**src/rtl/bcd_serial_accumulator.sv**
```systemverilog
// Packed-BCD accumulator: adds or subtracts an operand one decimal digit per clock, LSD first.
// Carry-out on add and borrow on subtract are tallied in a saturating wrap counter.
module bcd_serial_accumulator #(
    parameter int DIGITS = 4,
    parameter int CNT_W  = 16
) (
    input  logic                clk,
    input  logic                rst,
    input  logic                clr,
    input  logic                in_valid,
    output logic                in_ready,
    input  logic                in_sub,
    input  logic [4*DIGITS-1:0] in_operand,
    output logic [4*DIGITS-1:0] acc,
    output logic                out_valid,
    output logic                out_carry,
    output logic                out_err,
    output logic                zero,
    output logic [CNT_W-1:0]    wrap_count
);
    localparam int W     = 4 * DIGITS;
    localparam int IDX_W = (DIGITS > 1) ? $clog2(DIGITS) : 1;
    localparam logic [IDX_W-1:0] LAST_IDX = IDX_W'(DIGITS - 1);

    typedef enum logic [1:0] {S_IDLE, S_RUN, S_DONE} state_t;

    state_t             state_q, state_d;
    logic [W-1:0]       acc_q, acc_d;
    logic [W-1:0]       work_q, work_d;
    logic [W-1:0]       op_q, op_d;
    logic               sub_q, sub_d;
    logic [IDX_W-1:0]   idx_q, idx_d;
    logic               carry_q, carry_d;
    logic               flag_q, flag_d;
    logic               err_q, err_d;
    logic [CNT_W-1:0]   wrap_q, wrap_d;

    logic [3:0] dig_a, dig_op, dig_b, dig_sum;
    logic [4:0] sum_raw, sum_adj;
    logic       dig_cout, new_flag;

    function automatic logic has_bad_digit(input logic [W-1:0] v);
        logic bad;
        bad = 1'b0;
        for (int i = 0; i < DIGITS; i++) begin
            if (v[i*4 +: 4] > 4'd9) bad = 1'b1;
        end
        return bad;
    endfunction

    // Subtraction is done as acc + nines-complement(operand) + 1.
    always_comb begin
        dig_a   = work_q[idx_q*4 +: 4];
        dig_op  = op_q[idx_q*4 +: 4];
        dig_b   = sub_q ? (4'd9 - dig_op) : dig_op;
        sum_raw = {1'b0, dig_a} + {1'b0, dig_b} + {4'b0, carry_q};
        sum_adj = sum_raw - 5'd10;
        if (sum_raw >= 5'd10) begin
            dig_sum  = sum_adj[3:0];
            dig_cout = 1'b1;
        end else begin
            dig_sum  = sum_raw[3:0];
            dig_cout = 1'b0;
        end
    end

    always_comb begin
        state_d  = state_q;
        acc_d    = acc_q;
        work_d   = work_q;
        op_d     = op_q;
        sub_d    = sub_q;
        idx_d    = idx_q;
        carry_d  = carry_q;
        flag_d   = flag_q;
        err_d    = err_q;
        wrap_d   = wrap_q;
        new_flag = 1'b0;
        in_ready = (state_q == S_IDLE) && !clr;

        case (state_q)
            S_IDLE: begin
                if (in_valid && in_ready) begin
                    op_d  = in_operand;
                    sub_d = in_sub;
                    if (has_bad_digit(in_operand)) begin
                        err_d   = 1'b1;
                        flag_d  = 1'b0;
                        state_d = S_DONE;
                    end else begin
                        work_d  = acc_q;
                        idx_d   = '0;
                        carry_d = in_sub;
                        state_d = S_RUN;
                    end
                end
            end
            S_RUN: begin
                work_d[idx_q*4 +: 4] = dig_sum;
                carry_d = dig_cout;
                idx_d   = idx_q + 1'b1;
                if (idx_q == LAST_IDX) begin
                    new_flag = sub_q ? ~dig_cout : dig_cout;
                    acc_d    = work_d;
                    flag_d   = new_flag;
                    err_d    = 1'b0;
                    if (new_flag && (wrap_q != {CNT_W{1'b1}})) wrap_d = wrap_q + 1'b1;
                    state_d  = S_DONE;
                end
            end
            S_DONE: state_d = S_IDLE;
            default: state_d = S_IDLE;
        endcase

        if (clr) begin
            state_d = S_IDLE;
            acc_d   = '0;
            wrap_d  = '0;
        end
    end

    always_ff @(posedge clk or posedge rst) begin
        if (rst) begin
            state_q <= S_IDLE;
            acc_q   <= '0;
            work_q  <= '0;
            op_q    <= '0;
            sub_q   <= 1'b0;
            idx_q   <= '0;
            carry_q <= 1'b0;
            flag_q  <= 1'b0;
            err_q   <= 1'b0;
            wrap_q  <= '0;
        end else begin
            state_q <= state_d;
            acc_q   <= acc_d;
            work_q  <= work_d;
            op_q    <= op_d;
            sub_q   <= sub_d;
            idx_q   <= idx_d;
            carry_q <= carry_d;
            flag_q  <= flag_d;
            err_q   <= err_d;
            wrap_q  <= wrap_d;
        end
    end

    assign acc        = acc_q;
    assign out_valid  = (state_q == S_DONE);
    assign out_carry  = flag_q;
    assign out_err    = err_q;
    assign zero       = (acc_q == '0);
    assign wrap_count = wrap_q;
endmodule

```
**config.mk**
```make
export PLATFORM = sky130hd
export DESIGN_NAME = bcd_serial_accumulator
export DESIGN_NICKNAME = d
export VERILOG_FILES = /design/src/rtl/bcd_serial_accumulator.sv
export SDC_FILE = /design/constraint.sdc
export NUM_CORES = 1
export LEC_CHECK = 0
export BUFFER_PORTS_ARGS = -buffer_cell sky130_fd_sc_hd__buf_2
export CAP_MARGIN = 20
export CELL_PAD_IN_SITES_DETAIL_PLACEMENT = 0
export CELL_PAD_IN_SITES_GLOBAL_PLACEMENT = 1
export CORE_MARGIN = 2
export CORE_UTILIZATION = 45
export CTS_BUF_LIST = sky130_fd_sc_hd__clkbuf_4 sky130_fd_sc_hd__clkbuf_8
export DETAILED_ROUTE_END_ITERATION = 8
export PLACE_DENSITY = 0.86
export SLEW_MARGIN = 20
export SYNTH_ARGS = -nofsm -noshare
export SYNTH_HDL_FRONTEND = slang
export SYNTH_SLANG_ARGS = --single-unit
```
**constraint.sdc**
```tcl
create_clock -name clk -period 10.7 [get_ports clk]
set_clock_uncertainty 0.2 [all_clocks]
set_input_delay 0.535 -clock clk [delete_from_list [all_inputs] [get_ports clk]]
set_output_delay 0.535 -clock clk [all_outputs]
set_load 0.05 [all_outputs]
```
==> metrics.md, run 1 <==
| Metric | Value |
|---|---|
| Status | `completed` |
| Iter 0 DRT Violations | `264` |
| Mean Syn Cell Area | `9.730 um^2` |
| Startpoint Class | `flop` |
| Die width | `101.3 um` |
| Hold buffer count at cts | `0` |
| Post-DRT Antenna Nets | `0` |
| Critical Path AT | `4760 ps` |
| Vias | `3599` |
| Crit Path Max Fanout | `14` |
| Post-CTS Setup Bufs | `0` |
| Layout area overhead | `13.01%` |
| Top_reg_cell synth | `dfrtp_1` |
| Pre-CTS WS | `5963 ps` |
| Grt total ovfl | `0` |
| Slew @ Worst Pin | `1035 ps` |
| WHS Endpoint | `sub_q` |
| Maximum buffer depth of the clock tree | `2` |
| Final min period | `4726 ps` |
| Worst EP required | `10730 ps` |
| Yosys warnings | `0` |
| Kind of critical path | `flop to flop` |
| Worst setup EP type | `flop` |
| Pwr Density | `273.1 nW/um^2` |
| Clk_lat worst skew | `350 ps` |
| First-pass GRT wire length | `17280 um` |
| Fmax achieved | `211.6 MHz` |
| Ratio of final minimum period to clock period | `44.17%` |
| Post-Syn Instances | `438` |
| Worst reg2reg path depth | `12` |
| Filler instances | `867` |
| Number of port buffers | `57` |
| Worst reg2reg setup slack | `5970 ps` |
| Hold Crit Class | `input port to flop` |
| H-tree Lvls | `3` |
| CTS Root Cell | `clkbuf_8` |
| Synth cell types | `53` |
| Drt pass-1 iters | `5` |
| Commonest non-fill, non-tap cell in the layout | `dfrtp_1` |
| Max cap viols | `0` |
| Final setup margin | `5974 ps` |
| Post-synth top area cell | `dfrtp_1` |
| Setup TNS | `0 ps` |
| Pins over their slew limit | `0` |
| Post-synth net total | `474` |
| Asr flop ratio synth | `100.0%` |
| Via-to-Cell Ratio | `6.008` |
| Max incr delay on CP | `800 ps` |
| Worst-path clk slew | `80 ps` |
| Crit-path cells | `mux4_2, xnor2_1, fa_1, inv_1, fa_1, inv_1, ha_1, o21ai_0, a31oi_4, mux2i_1, nor2_1, mux2_2` |
| Vias in the first global route | `3333` |
| Initial cell density of the core | `46.34%` |
| Final WL | `10530 um` |
| Num CTS Buffers | `9` |
| Synth top area cells | `dfrtp_1 42%, mux2_2 5.5%, mux4_2 4.2%` |
| Yosys top cell area share | `42.28%` |
| Num rows | `35` |
| Reg2reg start | `idx_q[0]` |
| Die Y-Extent | `101.3 um` |
| Area of the multi-input gates | `2290 um^2` |
| Worst r2r dst | `wrap_count[2]` |
| Max VDD drop | `0.1935 mV` |
| HPWL after detailed placement | `7387 um` |
| RSZ-0062 raised after global routing | `no` |
| Nets | `519` |
| Final Wtd Congestion | `0.8503` |
| Slowest cell on crit path | `dfrtp_1` |
| Number of remaining DRC errors | `0` |
| ANT cells | `0` |
| Post-synthesis instance area | `4262 um^2` |
| Static leakage | `0.002118 uW` |
| Clk sinks | `72` |
| I/O pins | `58` |
| Core area | `9196 um^2` |
| Die footprint | `10260 um^2` |
| Slew margin rel. | `30.54%` |
| Resize count post-CTS | `0` |
| Register area share after synthesis | `42.28%` |
| Register area | `1802 um^2` |
| Endpoints failing setup | `0` |
| Initial antenna violation count | `0` |
| TritonCTS clock tree | `built` |
| Share of cells above drive strength 1 | `23.98%` |
| Post-synth EDFFs | `0` |
| Avg WL per Cell | `17.57 um` |
| Hold Path Stages | `3` |
| Commonest cells after routing, fill and taps aside | `72 x dfrtp_1, 57 x buf_2, 40 x nor2_1` |
| Hold Fails Final Rpt | `0` |
| HP Start | `in_sub` |
| GRT Overall Usage | `21.68%` |
| Largest net degree at the start of global routing | `73` |
| FF+latch count, synth | `72` |
==> layout make-up <==
| type | instances | area share, % |
|---|---|---|
| clock buffer | 13 | 3.455 |
| clock inverter | 3 | 0.8314 |
| inverter | 19 | 1.481 |
| multi-input combinational | 321 | 47.54 |
| sequential | 72 | 37.41 |
| tap | 111 | 2.884 |
| timing repair buffer | 60 | 6.391 |
==> cell families (layout without fill, tap and decap cells) <==
logic type | Yosys count | count (layout) | synth area share [%]
muxes | 40 | 40 | 12.36
AOI/OAI and AO/OA | 99 | 99 | 15.15
adders and majority gates | 15 | 15 | 4.756
DFF | 72 | 72 | 42.28
xor gates and xnor gates | 5 | 5 | 1.204
and+or+nand+nor | 162 | 162 | 20.08
buffers and inverters | 45 | 95 | 4.169
==> sequential cells by signal, indices dropped and copies added, names as in the netlist <==
signal      flops
wrap_count     16
out_carry       1
state_q         2
work_q         16
sub_q           1
out_err         1
carry_q         1
idx_q           2
acc            16
op_q           16
==> where the power goes <==
part | leakage, uW | switching (uW) | internal (uW)
Combinational | 0.00106 | 437 | 294
Sequential | 0.000943 | 48.2 | 309
Clock | 0.000110 | 103 | 125
==> critical path, delay by kind of cell, from the launching register on <==
kind,cells,cell delay [ps]
adder cells (fa/ha/maj),3,1160
AO/OA/AOI/OAI,2,550
multiplexers,3,1470
flip-flops,1,800
XOR/XNOR,1,150
buffers and inverters,2,190
AND/OR/NAND/NOR,1,90
==> stage by stage <==
step / util [%] / power (uW) / instances / hold slack, ps / instance area, um^2
after floorplan: - / 928.9 / 438 / 249.8 / 4262
after global placement: 50.11 / 1052 / 583 / 265.8 / 4608
after detailed placement: 50.11 / 1076 / 583 / 271.3 / 4608
after CTS: 52.35 / 1311 / 599 / 216.8 / 4815
after global routing: 52.37 / 1410 / 599 / 227.2 / 4816
final: 52.37 / 1315 / 599 / 228.3 / 4816
==> layer usage <==
metal,vias to the layer above,wire (um),track usage (%)
met3,16,527,4.141
met2,113,4933,33.67
met1,1753,4929,30.84
met5,-,0,0
li1,1717,-,-
met4,0,135,6.861
==> how the worst max path moves through the flow <==
stage	from	to	slack, ps	cells past startpoint
after floorplan	idx_q[0]	wrap_count[10]	6110	14
after global placement	idx_q[0]	wrap_count[2]	6130	12
after detailed placement	idx_q[0]	wrap_count[2]	5960	12
after CTS	idx_q[0]	wrap_count[2]	5920	12
after global routing	idx_q[0]	wrap_count[2]	5620	13
final	idx_q[0]	wrap_count[2]	5970	12
==> synthesized netlist by cell type (4+ instances only) <==
cell type  instances
dfrtp_1           72
nor2_1            40
o21ai_0           28
nand2_1           25
a21oi_1           22
clkbuf_1          22
mux2_2            21
inv_1             19
nand3_1           17
a211oi_1          14
nor2b_1           14
ha_1              13
mux2i_1           11
nor4_1            10
mux4_2             8
nand4_1            8
or4_1              8
nor3_1             7
or3_1              7
a22oi_1            5
or2_2              5
a2bb2oi_1          4
and3_1             4
o211ai_1           4
No activity file was read; power rests on OpenSTA's default activity.
==> run 2: changes to the inputs <==
Settings changed: ABC_AREA set to 1, CORE_UTILIZATION 45 to 40, PLACE_DENSITY 0.86 to 0.84.
Clock period 10.7 ns to 4.15 ns, I/O delays scaled along.
==> metrics.md, run 2 <==
| Metric | Value |
|---|---|
| Status | `completed` |
| FF+latch count, synth | `72` |
| HPWL after detailed placement | `8413 um` |
| Clk_lat worst skew | `350 ps` |
| Fmax achieved | `275.5 MHz` |
| Combinational Power Share | `57.7%` |
| Grt total ovfl | `0` |
| Die footprint | `12020 um^2` |
| Critical Path AT | `3710 ps` |
| Worst-path clk slew | `80 ps` |
| Kind of critical path | `flop to flop` |
| Post-synth net total | `608` |
| Number of remaining DRC errors | `0` |
| Initial cell density of the core | `41.00%` |
| Avg WL per Cell | `14.52 um` |
| Pins over their slew limit | `0` |
| I/O pins | `58` |
| Synth Area in Simple Gates | `26.51%` |
| Num CTS Buffers | `9` |
| Static leakage | `0.002545 uW` |
| Yosys top cell area share | `40.36%` |
| Post-place instance area | `4850 um^2` |
| Iter 0 DRT Violations | `300` |
| Startpoint Class | `flop` |
| Setup TNS | `0 ps` |
| Synth Area in Adders | `4.540%` |
| Final WL | `11450 um` |
| Final min period | `3630 ps` |
| Top_reg_cell synth | `dfrtp_1` |
| Clk sinks | `72` |
| Mean Syn Cell Area | `7.805 um^2` |
| First-pass GRT wire length | `18940 um` |
| Sw Share | `49.61%` |
| Hold Fails Final Rpt | `0` |
| Hold Crit Class | `input port to flop` |
| Post-synthesis instance area | `4464 um^2` |
| Post-synth top area cell | `dfrtp_1` |
| Vias in the first global route | `3846` |
| Switching pwr | `1668 uW` |
| Slew margin rel. | `42.19%` |
| GRT Overall Usage | `20.31%` |
| Mux cell area share after synthesis | `1.009%` |
| Initial antenna violation count | `0` |
| Die width | `109.6 um` |
| Post-synthesis xor/xnor area fraction | `1.570%` |
| CTS Root Cell | `clkbuf_8` |
| Slew @ Worst Pin | `865.8 ps` |
| Clock power share | `16.2%` |
| Max VDD drop | `0.4378 mV` |
| Post-Route Utilization | `48.10%` |
| H-tree Lvls | `3` |
| Core area | `10890 um^2` |
| Final setup margin | `520.4 ps` |
| Register area share after synthesis | `40.36%` |
| Nets | `680` |
| Pre-CTS WS | `368.0 ps` |
| ANT cells | `0` |
| Num rows | `38` |
| Asr flop ratio synth | `100.0%` |
| Fin area | `5238 um^2` |
| Layout area overhead | `17.32%` |
| Die Y-Extent | `109.6 um` |
| Maximum buffer depth of the clock tree | `2` |
| Ratio of final minimum period to clock period | `87.46%` |
| Synth top area cells | `dfrtp_1 40%, nand2_1 11%, inv_1 6.2%` |
| Largest family of logic cells by synthesized area | `simple AND/OR/NAND/NOR gates` |
| Endpoints failing setup | `0` |
| Pint | `1694 uW` |
| Yosys warnings | `0` |
| Largest net degree at the start of global routing | `39` |
| Post-DRT Antenna Nets | `0` |
| Number of port buffers | `57` |
| Max cap viols | `0` |
| Commonest cells after routing, fill and taps aside | `126 x nand2_1, 73 x inv_1, 72 x dfrtp_1` |
| Worst EP required | `4230 ps` |
| Top-count cell post-synth | `nand2_1` |
| Drt pass-1 iters | `4` |
| Post-synth EDFFs | `0` |
| Commonest non-fill, non-tap cell in the layout | `nand2_1` |
| Post-Syn Instances | `572` |
| Worst setup EP type | `flop` |
| RSZ-0062 raised after global routing | `no` |
| Compound-Gate Fraction of Synth Area | `16.09%` |
| Synth cell types | `43` |
| Pwr Density | `641.8 nW/um^2` |
| Share of cells above drive strength 1 | `21.11%` |
| Final Wtd Congestion | `0.9447` |
| Via-to-Cell Ratio | `5.185` |
| Commonest cells in the netlist | `126 x nand2_1, 74 x inv_1, 72 x dfrtp_1, 47 x o21ai_0, 32 x nor2_1` |
| TritonCTS clock tree | `built` |
| Crit Path Max Fanout | `12` |
| Vias | `4091` |
| Seq pwr share | `26.1%` |
-- run 2: changes by cell type after synthesis, moves of 14 or more --
cell      change
nand2_1     +101
inv_1        +55
o21ai_0      +19
mux2_2       -17
a211oi_1     -14
nor2b_1      -14
o21ai_1      +14
-- run 2: logic make-up (layout without fill, tap and decap cells) --
logic type / Yosys count / after routing
AND/OR/NAND/NOR: 244 / 244
AO/OA/AOI/OAI: 122 / 122
buffers and inverters: 107 / 184
flip-flops: 72 / 72
adder cells (fa/ha/maj): 15 / 15
XOR/XNOR: 8 / 8
multiplexers: 4 / 4
-- run 2: per-stage QoR --
step	total power [uW]	hold WS (ps)	instances
finish	3361	116.5	789
global route	3676	165.9	789
CTS	3376	112.8	789
detailed placement	2813	242.5	754
global placement	2746	234.3	754
floorplan	2348	158.0	572
-- run 2: layout make-up --
class,instances,area [um^2]
fill,1061,5650
multi-input combinational,393,2225
sequential,72,1802
timing repair buffer,82,520.5
inverter,86,322.8
tap,140,175.2
clock buffer,12,165.2
clock inverter,4,27.53
-- run 2: routing by layer --
layer | global-route usage (%) | up-vias | wire length, um
li1 | - | 2029 | -
met3 | 3.675 | 16 | 541
met4 | 6.148 | 0 | 167
met2 | 32.54 | 94 | 5419
met5 | 0 | - | 0
met1 | 28.03 | 1952 | 5325
-- run 2: final timing paths --
path                       slack, ps        from              to  cells after the start
max                              520    idx_q[0]   wrap_count[5]                     17
min in group asynchronous        370         rst   wrap_count[0]                      3
min                              120         clr  wrap_count[12]                      4
max reg2reg                      520    idx_q[0]   wrap_count[5]                     17
min reg2reg                      290  work_q[11]      work_q[11]                      2
max in group asynchronous       2390         rst          acc[0]                      4
-- run 2: power by group through the flow --
stage                     sequential [uW]  combinational (uW)  clock [uW]
final                                 878                1940         544
after global routing                  888                2190         596
after CTS                             877                1940         560
after detailed placement              890                1920           0
after global placement                889                1860           0
after floorplan                       870                1480           0
-- run 2: critical path, stage by stage, from the launching register on --
cell	delay, ps
dfrtp_1	450
clkinv_1	250
o21ai_0	220
o22ai_1	100
xor2_1	160
fa_1	390
inv_2	90
fa_1	440
inv_1	100
ha_1	200
nand2_2	80
nand2_4	90
nand2_4	70
nand2_4	80
nand3_2	100
nor2_4	310
nand4_1	150
o21ai_2	100
-- run 2: timing repair --
| action | CTS | global route |
|---|---|---|
| buffers inserted | 0 | 0 |
| hold endpoints to repair | 55 | 0 |
| hold buffers | 19 | 0 |
| endpoints found under the setup margin | 0 | 3 |
| resized for setup | 0 | 1 |
==> run 3: changes to the inputs <==
Settings changed: HOLD_SLACK_MARGIN set to 0.06, REMOVE_ABC_BUFFERS set to 1.
==> metrics.md, run 3 (synthesis results as in run 2) <==
| Metric | Value |
|---|---|
| Status | `completed` |
| Die width | `109.6 um` |
| Largest net degree at the start of global routing | `49` |
| Number of remaining DRC errors | `0` |
| Avg WL per Cell | `14.43 um` |
| Hold Crit Class | `input port to flop` |
| Worst EP required | `4240 ps` |
| Reg2reg start | `idx_q[0]` |
| Final setup margin | `430.5 ps` |
| Startpoint Class | `flop` |
| Num CTS Buffers | `9` |
| Initial antenna violation count | `0` |
| Sw Share | `48.72%` |
| Pre-CTS WS | `265.0 ps` |
| Setup TNS | `0 ps` |
| GRT Overall Usage | `20.24%` |
| ANT cells | `0` |
| Pint | `1773 uW` |
| Share of cells above drive strength 1 | `21.11%` |
| Fmax achieved | `268.9 MHz` |
| Ratio of final minimum period to clock period | `89.63%` |
| PnR Total Power | `3457 uW` |
| Switching pwr | `1684 uW` |
| Vias in the first global route | `3856` |
| Pins over their slew limit | `0` |
| Hold Fails Final Rpt | `0` |
| Critical Path AT | `3800 ps` |
| Kind of critical path | `flop to flop` |
| Slew margin rel. | `43.84%` |
| TritonCTS clock tree | `built` |
| Post-place instance area | `4850 um^2` |
| Seq pwr share | `25.7%` |
| First-pass GRT wire length | `18960 um` |
| Max cap viols | `0` |
| Maximum buffer depth of the clock tree | `2` |
| I/O pins | `58` |
| Crit Path Max Fanout | `12` |
| Clk_lat worst skew | `360 ps` |
| Worst setup EP type | `flop` |
| Commonest cells after routing, fill and taps aside | `126 x nand2_1, 73 x inv_1, 72 x dfrtp_1` |
| Nets | `680` |
| Commonest non-fill, non-tap cell in the layout | `nand2_1` |
| Final Wtd Congestion | `0.8722` |
| Clock power share | `18.2%` |
| Number of port buffers | `57` |
| Grt total ovfl | `0` |
| Final min period | `3719 ps` |
| Initial cell density of the core | `41.00%` |
| Clk sinks | `72` |
| Post-DRT Antenna Nets | `0` |
| Die footprint | `12020 um^2` |
| HPWL after detailed placement | `8257 um` |
| Static leakage | `0.002567 uW` |
| HP Start | `clr` |
| Worst Setup SP | `idx_q[0]` |
| Final WL | `11380 um` |
| Die Y-Extent | `109.6 um` |
| Fin area | `5271 um^2` |
| Core area | `10890 um^2` |
| Num rows | `38` |
| RSZ-0062 raised after global routing | `no` |
| Max VDD drop | `0.5423 mV` |
| Layout area overhead | `18.08%` |
| Combinational Power Share | `56.2%` |
| Endpoints failing setup | `0` |
| Iter 0 DRT Violations | `211` |
| Via-to-Cell Ratio | `5.155` |
| Pwr Density | `655.7 nW/um^2` |
| Worst-path clk slew | `80 ps` |
| H-tree Lvls | `3` |
| Slew @ Worst Pin | `842.4 ps` |
| CTS Root Cell | `clkbuf_8` |
| Vias | `4067` |
| WHS | `128.3 ps` |
| Drt pass-1 iters | `4` |
==> run 3: cell types whose count changed in the layout (fill, tap and decap cells not counted), sizes merged <==
cell	change
clkinvlp	-2
clkbuf	+1
bufinv	+1
==> run 3: area by class of cell <==
cell class	instances	area (um^2)
Clock inverter	3	46.29
Fill cell	1079	5617
Inverter	86	324.1
Multi-Input combinational cell	393	2225
Timing Repair Buffer	82	520.5
Tap cell	140	175.2
Clock buffer	13	178.9
Sequential cell	72	1802
==> run 3: layer usage <==
layer | wire (um) | vias up | track usage [%]
li1 | - | 2030 | -
met1 | 5369 | 1940 | 28.02
met2 | 5411 | 93 | 32.32
met3 | 541 | 4 | 3.734
met4 | 61 | 0 | 5.877
met5 | 0 | - | 0
==> run 3: power groups by stage <==
stage | Sequential, uW | Clock [uW] | Combinational, uW
after floorplan | 893 | 0 | 1430
after global placement | 896 | 0 | 1870
after detailed placement | 900 | 0 | 1910
after CTS | 887 | 638 | 1930
after global routing | 900 | 674 | 2190
final | 887 | 628 | 1940
==> run 3: timing repair <==
item / CTS / global route
gates resized for setup: 0 / 1
hold buffers: 19 / 0
buffers inserted: 0 / 0
setup endpoints to repair: 0 / 3
hold endpoints to repair: 65 / 0
==> run 3: worst max-delay path, stage by stage (launching register included) <==
cell,delay (ps)
dfrtp_1,530
clkinv_1,270
o21ai_0,220
o22ai_1,100
xor2_1,160
fa_1,390
inv_2,90
fa_1,460
inv_1,100
ha_1,200
nand2_2,80
nand2_4,90
nand2_4,70
nand2_4,80
nand3_2,90
nor2_4,290
nand4_1,160
o21ai_2,80
==> run 3: final timing paths <==
check	to	slack (ps)	cells past startpoint
max	wrap_count[9]	430	17
min	wrap_count[12]	130	4
max reg2reg	wrap_count[9]	430	17
min reg2reg	work_q[11]	290	2
max in group asynchronous	acc[9]	2590	4
min in group asynchronous	wrap_count[3]	320	3
==> run 3: stage by stage <==
stage | std cells | utilization, %
detailed placement | 754 | 44.54
CTS | 789 | 48.36
global route | 789 | 48.41
floorplan | 551 | -
finish | 789 | 48.41
global placement | 754 | 44.54
